[src/rtl/uart_tx_serializer.sv]
// Serial transmitter: accepts a parallel word over valid/ready and emits a framed
// bit stream (start, data LSB first, optional even parity, stop) on a single line.
module uart_tx_serializer #(
  parameter int WIDTH        = 8,
  parameter int CLKS_PER_BIT = 4,
  parameter int PARITY_EN    = 0
) (
  input  logic             clk,
  input  logic             reset,
  input  logic [WIDTH-1:0] data_in,
  input  logic             load_valid,
  output logic             load_ready,
  output logic             tx,
  output logic             busy,
  output logic             done
);

  localparam int TW = (CLKS_PER_BIT > 1) ? $clog2(CLKS_PER_BIT) : 1;
  localparam int BW = (WIDTH > 1) ? $clog2(WIDTH) : 1;
  localparam logic [TW-1:0] T_LAST = TW'(CLKS_PER_BIT - 1);
  localparam logic [BW-1:0] B_LAST = BW'(WIDTH - 1);

  typedef enum logic [2:0] {
    S_IDLE,
    S_START,
    S_DATA,
    S_PARITY,
    S_STOP
  } state_t;

  state_t           state;
  logic [TW-1:0]    timer;
  logic [BW-1:0]    bit_idx;
  logic [WIDTH-1:0] shreg;
  logic [WIDTH-1:0] shreg_nxt;
  logic             parity_bit;
  logic             bit_end;

  assign shreg_nxt = shreg >> 1;
  assign bit_end   = (timer == T_LAST);

  // NOTE: all state and outputs use non-blocking assignments; outputs are loaded
  // with the value belonging to the state being entered, so they are registered
  // and change in the cycle right after the transition edge.
  always_ff @(posedge clk) begin
    if (reset) begin
      state      <= S_IDLE;
      timer      <= '0;
      bit_idx    <= '0;
      shreg      <= '0;
      parity_bit <= 1'b0;
      tx         <= 1'b1;
      load_ready <= 1'b1;
      busy       <= 1'b0;
      done       <= 1'b0;
    end else begin
      done <= 1'b0;
      case (state)
        S_IDLE: begin
          timer   <= '0;
          bit_idx <= '0;
          if (load_valid) begin
            shreg      <= data_in;
            parity_bit <= ^data_in;
            state      <= S_START;
            tx         <= 1'b0;
            busy       <= 1'b1;
            load_ready <= 1'b0;
          end
        end

        S_START: begin
          if (bit_end) begin
            timer   <= '0;
            bit_idx <= '0;
            state   <= S_DATA;
            tx      <= shreg[0];
          end else begin
            timer <= timer + TW'(1);
          end
        end

        S_DATA: begin
          if (bit_end) begin
            timer <= '0;
            shreg <= shreg_nxt;
            if (bit_idx == B_LAST) begin
              if (PARITY_EN != 0) begin
                state <= S_PARITY;
                tx    <= parity_bit;
              end else begin
                state <= S_STOP;
                tx    <= 1'b1;
              end
            end else begin
              bit_idx <= bit_idx + BW'(1);
              tx      <= shreg_nxt[0];
            end
          end else begin
            timer <= timer + TW'(1);
          end
        end

        S_PARITY: begin
          if (bit_end) begin
            timer <= '0;
            state <= S_STOP;
            tx    <= 1'b1;
          end else begin
            timer <= timer + TW'(1);
          end
        end

        S_STOP: begin
          if (bit_end) begin
            timer      <= '0;
            state      <= S_IDLE;
            tx         <= 1'b1;
            busy       <= 1'b0;
            load_ready <= 1'b1;
            done       <= 1'b1;
          end else begin
            timer <= timer + TW'(1);
          end
        end

        default: begin
          state      <= S_IDLE;
          timer      <= '0;
          tx         <= 1'b1;
          busy       <= 1'b0;
          load_ready <= 1'b1;
        end
      endcase
    end
  end

endmodule

[config.mk]
export PLATFORM = sky130hd
export DESIGN_NAME = uart_tx_serializer
export DESIGN_NICKNAME = d
export VERILOG_FILES = /design/src/rtl/uart_tx_serializer.sv
export SDC_FILE = /design/constraint.sdc
export NUM_CORES = 1
export LEC_CHECK = 0
export ABC_AREA = 1
export BUFFER_PORTS_ARGS = -buffer_cell sky130_fd_sc_hd__buf_4
export CORE_ASPECT_RATIO = 1.2
export CORE_UTILIZATION = 40
export DETAILED_ROUTE_END_ITERATION = 10
export HOLD_SLACK_MARGIN = 0.1
export PLACE_DENSITY = 0.67
export RECOVER_POWER = 25
export SLEW_MARGIN = 20
export SYNTH_ARGS = -nofsm -noshare
export SYNTH_HDL_FRONTEND = slang
export SYNTH_SLANG_ARGS = --single-unit
[constraint.sdc]
create_clock -name clk -period 1.5 [get_ports clk]
set_input_delay 0.3 -clock clk [delete_from_list [all_inputs] [get_ports clk]]
set_output_delay 0.3 -clock clk [all_outputs]
set_load 0.005 [all_outputs]
==> impl_metrics.toml, run 1 <==
[run_status]
status = "complete, no violations"

[routing]
firstDrtPassIters = 4
ant_nets = 0
wl_um = 2230
drtIter0Drc = 11
wl_per_cell_um = 10.9
dr_total_vias = 1025
vias_per_cell = 5.00
drcViolationCount = 0

[placement]
pre_cts_ws_ns = 0.0547
routabilityCongestion = 0.848
dp_cells = 200
dpl.hpwl_um = 1620
port_buffers = 14

[layout]
finish.utilization_pct = 52.5
nNetsFinal = 189
layout-drive-gt1-share_pct = 20.7
synthToLayoutAreaGrowth_pct = 19.4
insertedDiodeCount = 0
stdcell_count = 205

[power]
seq_power_share_pct = 32.5
leakagePower_nw = 0.597
totalPowerFinal_mw = 2.71
p_comb_share_pct = 55.8
swShare_pct = 47.0
powerDensity_nw_per_um2 = 2170
internal-power_mw = 1.44
p_clk_share_pct = 11.7
ir_drop_uv = 1180
p_sw_mw = 1.27

[clocking]
cts_setup_buffers = 0
clockRootBuffer = "clkbuf_4"
ctsHtreeMaxLevel = 1
clk_pin_slew_ns = 0.12
ctsResizeCount = 0
cts_buffer_depth = 2
cts_num_sinks = 20
insertion_delay_ns = 0.30
cts_tree = "built"
cts_hold_buf = 0
cts_made_buffers = 3

[sta]
max-slew-margin-rel_pct = 82.3
setup_viol = 0
worst_slack_ns = 0.111
fin_crit_sh_pct = 92.6
worst_slew_pin_slew_ns = 0.265
drv_slew = 0
fin_skew_ns = 0.0115
post-route-min-period_ns = 1.39
whs_ns = 0.241
fmax_mhz = 720
hold_viol_final = 0

[yosys]
synth.net_count = 171
ys_top_cells_by_area = "dfxtp_1, nand2_1, nand3_1"
yosysMostFrequentCell = "nand2_1"
synth_common_cells = "nand2_1, nand3_1, dfxtp_1"
yosysSeqAreaShare_pct = 38.3
ys_types = 20
ys_ff_latch = 20
syn_inst = 157
syn_avg_cell_area_um2 = 6.65
yosysWarningCount = 0
synth_edf_count = 0
yosysTopAreaCell = "dfxtp_1"
ys_async_sr_fraction_pct = 0
yosys_most_used_dff = "dfxtp_1"
netlist_area_um2 = 1040
synth_top_area_share_pct = 38.3

[floorplanning]
ios = 15
die_area_um2 = 2820
die_h_um = 58.0
core_um2 = 2380
fp.dieW_um = 48.7
initial_utilization_pct = 43.9
rows = 19

[setup_path]
max_stage_delay_ns = 0.35
cp_cell_sequence = "ha_1, ha_1, inv_1, o21ai_0, nor2_2, nand2_1, nand2_1, nor2_1"
start_kind = "register"
worst_setup_path_end_kind = "register"
cp-startpoint = "bit_idx[0]"
required_ns = 1.72
cp_slowest_cell = "dfxtp_1"
reg2reg_from = "bit_idx[0]"
critical_path.top_delay_family = "adder cells"
crit_fanout = 6
crit_buf_inv = 1
rrSetupSlack_ns = 0.11
crit_arrival_ns = 1.61
path_class = "register to register"

[flow_run]
cap_violations = 0

[global_route]
antenna_found_initial = 0
track_usage_pct = 17.1
grt_max_degree = 14
grt_overflow = 0
grt_pass1_vias = 887
grt_pass1_wl_um = 3710

[hold_path]
hp-start = "reset"
hold_path.class = "input port to register"
-- final cells by class --
class	count	area, µm²
Multi-Input combinational cell	122	604
Fill cell	250	1130
Tap cell	31	38.8
Sequential cell	20	403
Timing Repair Buffer	15	113
Clock buffer	4	36.3
Inverter	13	52.6
-- layer usage --
metal  track usage (%)  vias up  share of wire (%)
met4              10.1        0                2.2
met1              18.7      458                 48
met5                 0        -                  0
met2              30.6       18                 46
met3              3.67        6                3.9
li1                  -      543                  -
-- logic make-up (layout without fill, tap and decap cells) --
kind of cell             after synthesis  count (layout)  synth area share, %
AND/OR/NAND/NOR                      104             104                 43.7
flip-flops                            20              20                 38.3
buffers and inverters                 16              32                 6.59
AO/OA/AOI/OAI                         14              15                 7.78
adder cells (fa/ha/maj)                3               3                 3.59
-- layout by cell type, fill, tap and decap left out, types with 2 or more instances in the layout --
cell type,count
nor3_1,2
inv_2,3
nand3_1,22
buf_4,11
o21ai_0,3
dfxtp_2,2
nand3_4,2
nor2_2,4
nor2_1,18
a21oi_1,9
dfxtp_1,18
clkbuf_4,7
nand2_1,52
inv_1,9
ha_1,3
-- per-stage QoR --
| step | cell area [µm²] | TNS [ns] |
|---|---|---|
| 6_report | 1250 | 0 |
| 5_1_grt | 1250 | -0.00647 |
| 3_3_place_gp | 1180 | 0 |
| 4_1_cts | 1210 | 0 |
| 3_5_place_dp | 1180 | 0 |
| 2_1_floorplan | 1040 | 0 |
-- path summary, 6_finish.rpt --
path / cells past startpoint / endpoint
worst max-delay path: 8 / bit_idx[2]
worst min-delay path: 2 / shreg[6]
worst max register to register: 8 / bit_idx[2]
worst min register to register: 1 / timer[0]
-- power by group through the flow --
stage	logic, mW	registers (mW)	clock network (mW)
floorplan	1.14	0.861	0
global placement	1.41	0.882	0
detailed placement	1.43	0.884	0
CTS	1.44	0.871	0.326
global route	1.72	0.907	0.352
finish	1.51	0.880	0.318
-- worst register-to-register path, delay by kind of cell (launching register included) --
kind | cells | cell delay [ns]
AOI/OAI and AO/OA | 1 | 0.10
and+or+nand+nor | 4 | 0.40
DFF | 1 | 0.35
adders and majority gates | 2 | 0.40
buffers and inverters | 1 | 0.07
-- flip-flops by register name, summed over array words and instances, names as in the netlist --
name        count
shreg           8
busy            1
done            1
load_ready      1
state           3
bit_idx         3
tx              1
timer           2
Power figures use the tool's default switching activity.
==> run 2: changes to the inputs <==
- ABC_AREA: 1 -> default
- CORE_UTILIZATION: 40 -> 45
- PLACE_DENSITY: 0.67 -> 0.73
- clock period: 1.5 -> 1.4 ns (I/O delays scaled with it)
==> impl_metrics.toml, run 2 <==
[run_status]
status = "finished with violations"
violations = "setup timing"

[sta]
whs_ns = 0.261
max-slew-margin-rel_pct = 78.6
worst_slack_ns = -0.0931
post-route-min-period_ns = 1.49
fmax_mhz = 670
hold_viol_final = 0
grt_setup_unrepaired = "yes"
setup_viol = 3
drv_slew = 0
worst_slew_pin_slew_ns = 0.319
fin_crit_sh_pct = 107
fin_skew_ns = 0.00917

[layout]
synthToLayoutAreaGrowth_pct = 38.7
most-common-layout-cells = "buf_4, dfxtp_1, nor2_1"
largest-register = "shreg"
largest_register_ffs = 8
final_common_cell = "buf_4"
insertedDiodeCount = 0
nNetsFinal = 147
reg.largest.list = "shreg: 8 flops, bit_idx: 3 flops, state: 3 flops"
layout-drive-gt1-share_pct = 43.5
finish.utilization_pct = 66.6
postLayoutCellArea_um2 = 1380
fillerInstances = 185

[floorplanning]
rows = 18
fp.dieW_um = 44.9
die_h_um = 53.5
ios = 15
initial_utilization_pct = 48.0
core_um2 = 2070
die_area_um2 = 2400

[global_route]
track_usage_pct = 18.6
grt.met2_usage_pct = 31.4
met1_usage_pct = 22.2
grt_pass1_wl_um = 3240
grt_pass1_vias = 793
antenna_found_initial = 0
grt_most_used_layer = "met2"
grt_max_degree = 21
grtUsageMet3_pct = 2.39
grt_overflow = 0

[hold_path]
hold_end = "shreg[7]"
hold_path.class = "input port to register"
hp-start = "data_in[7]"
whs_path_depth = 3

[yosys]
ys_top_cells_by_area = "dfxtp_1, mux2i_1, nor2_1"
ys_ff_latch = 20
ys_types = 31
netlist_area_um2 = 995
synth.net_count = 119
yosys_most_used_dff = "dfxtp_1"
yosysMostFrequentCell = "dfxtp_1"
synth_common_cells = "dfxtp_1, nor2_1, a21oi_1, mux2i_1"
syn_avg_cell_area_um2 = 9.47
synth_top_area_share_pct = 40.3
yosysWarningCount = 0
ys_async_sr_fraction_pct = 0
syn_inst = 105
yosysSeqAreaShare_pct = 40.3
synth_edf_count = 0
yosysTopAreaCell = "dfxtp_1"

[power]
leakagePower_nw = 0.523
ir_drop_uv = 861
totalPowerFinal_mw = 1.10
powerDensity_nw_per_um2 = 800

[setup_path]
crit_arrival_ns = 1.73
worst_r2r_endpoint = "bit_idx[0]"
start_kind = "register"
crit_fanout = 4
cp_cell_sequence = "ha_4, ha_4, nor2_4, a2bb2oi_4, or4b_1, a21oi_1"
reg2reg_from = "bit_idx[1]"
r2r_cells = 6
worst_setup_path_end_kind = "register"
cp_slowest_cell = "or4b_1"
max_stage_delay_ns = 0.46
crit_buf_inv = 0
required_ns = 1.64
path_class = "register to register"
critical_path.top_delay_family = "simple AND/OR/NAND/NOR gates"
cpMostUsedCell = "ha_4"
rrSetupSlack_ns = -0.09

[placement]
port_buffers = 14
pre_cts_ws_ns = -0.136
dpl.hpwl_um = 1430
routabilityCongestion = 0.797
post_dp_cell_area_um2 = 1230

[clocking]
clockRootBuffer = "clkbuf_4"
clk_pin_slew_ns = 0.11
cts_num_sinks = 20
cts_buffer_depth = 2
cts_made_buffers = 3
ctsHtreeMaxLevel = 1
cts_hold_buf = 0
insertion_delay_ns = 0.30
cts_tree = "built"

[flow_run]
cap_violations = 0

[routing]
drcViolationCount = 0
wl_um = 1960
wl_per_cell_um = 12.2
vias_per_cell = 5.21
firstDrtPassIters = 3
dr_total_vias = 839
ant_nets = 0
drtIter0Drc = 7
run 2: stage by stage:
step           setup TNS, ns  std cells
3_3_place_gp          -0.167        155
5_1_grt               -0.388        161
3_5_place_dp          -0.240        155
2_1_floorplan        -0.0533        105
4_1_cts               -0.112        159
6_report              -0.117        161
run 2: worst register-to-register path, delay by kind of cell (launching register included):
family | cells | cell delay [ns]
simple gates | 2 | 0.56
flops | 1 | 0.35
fa+ha+maj | 2 | 0.32
compound gates | 2 | 0.19
run 2: area by class of cell:
class	instances	area, µm²	area share (%)
Sequential cell	20	407	29.5
Multi-Input combinational cell	74	637	46.1
Tap cell	30	37.5	2.72
Timing Repair Buffer	32	269	19.5
Clock buffer	3	22.5	1.63
Inverter	2	7.51	0.544
run 2: worst max-delay path by stage:
stage                from         end  slack [ns]  cells past startpoint
5_1_grt        bit_idx[0]  bit_idx[0]       -0.15                      6
2_1_floorplan  bit_idx[1]  bit_idx[0]       -0.05                      6
3_3_place_gp     timer[0]  bit_idx[0]       -0.08                      5
4_1_cts        bit_idx[1]  bit_idx[0]       -0.11                      6
3_5_place_dp   bit_idx[1]  bit_idx[0]       -0.14                      6
6_report       bit_idx[1]  bit_idx[0]       -0.09                      6
run 2: power breakdown:
group	total (mW)	internal [mW]	leakage, nW	switching, mW
Combinational	0.218	0.122	0.343	0.0955
Clock	0.263	0.100	0.0138	0.162
Sequential	0.624	0.602	0.167	0.0216
Total	1.10	0.825	0.523	0.279
run 2: per-layer routing:
layer | share of wire, % | wire length (µm)
met1 | 42 | 829
met2 | 53 | 1050
met3 | 2.6 | 51
met4 | 1.7 | 34
met5 | 0 | 0
run 2: kinds of logic after synthesis:
kind of cell | count (synthesis) | synth area share [%]
AOI/OAI and AO/OA | 25 | 16.9
xor gates and xnor gates | 1 | 0.881
adders and majority gates | 3 | 3.77
buffers and inverters | 11 | 7.42
DFF | 20 | 40.3
muxes | 10 | 10.1
and+or+nand+nor | 35 | 20.8
run 2: timing repair:
| action | in CTS | in global routing |
|---|---|---|
| buffers inserted | 1 | 2 |
| endpoints found under the setup margin | 8 | 14 |
| pin swaps | 2 | 4 |
| resized for setup | 6 | 14 |
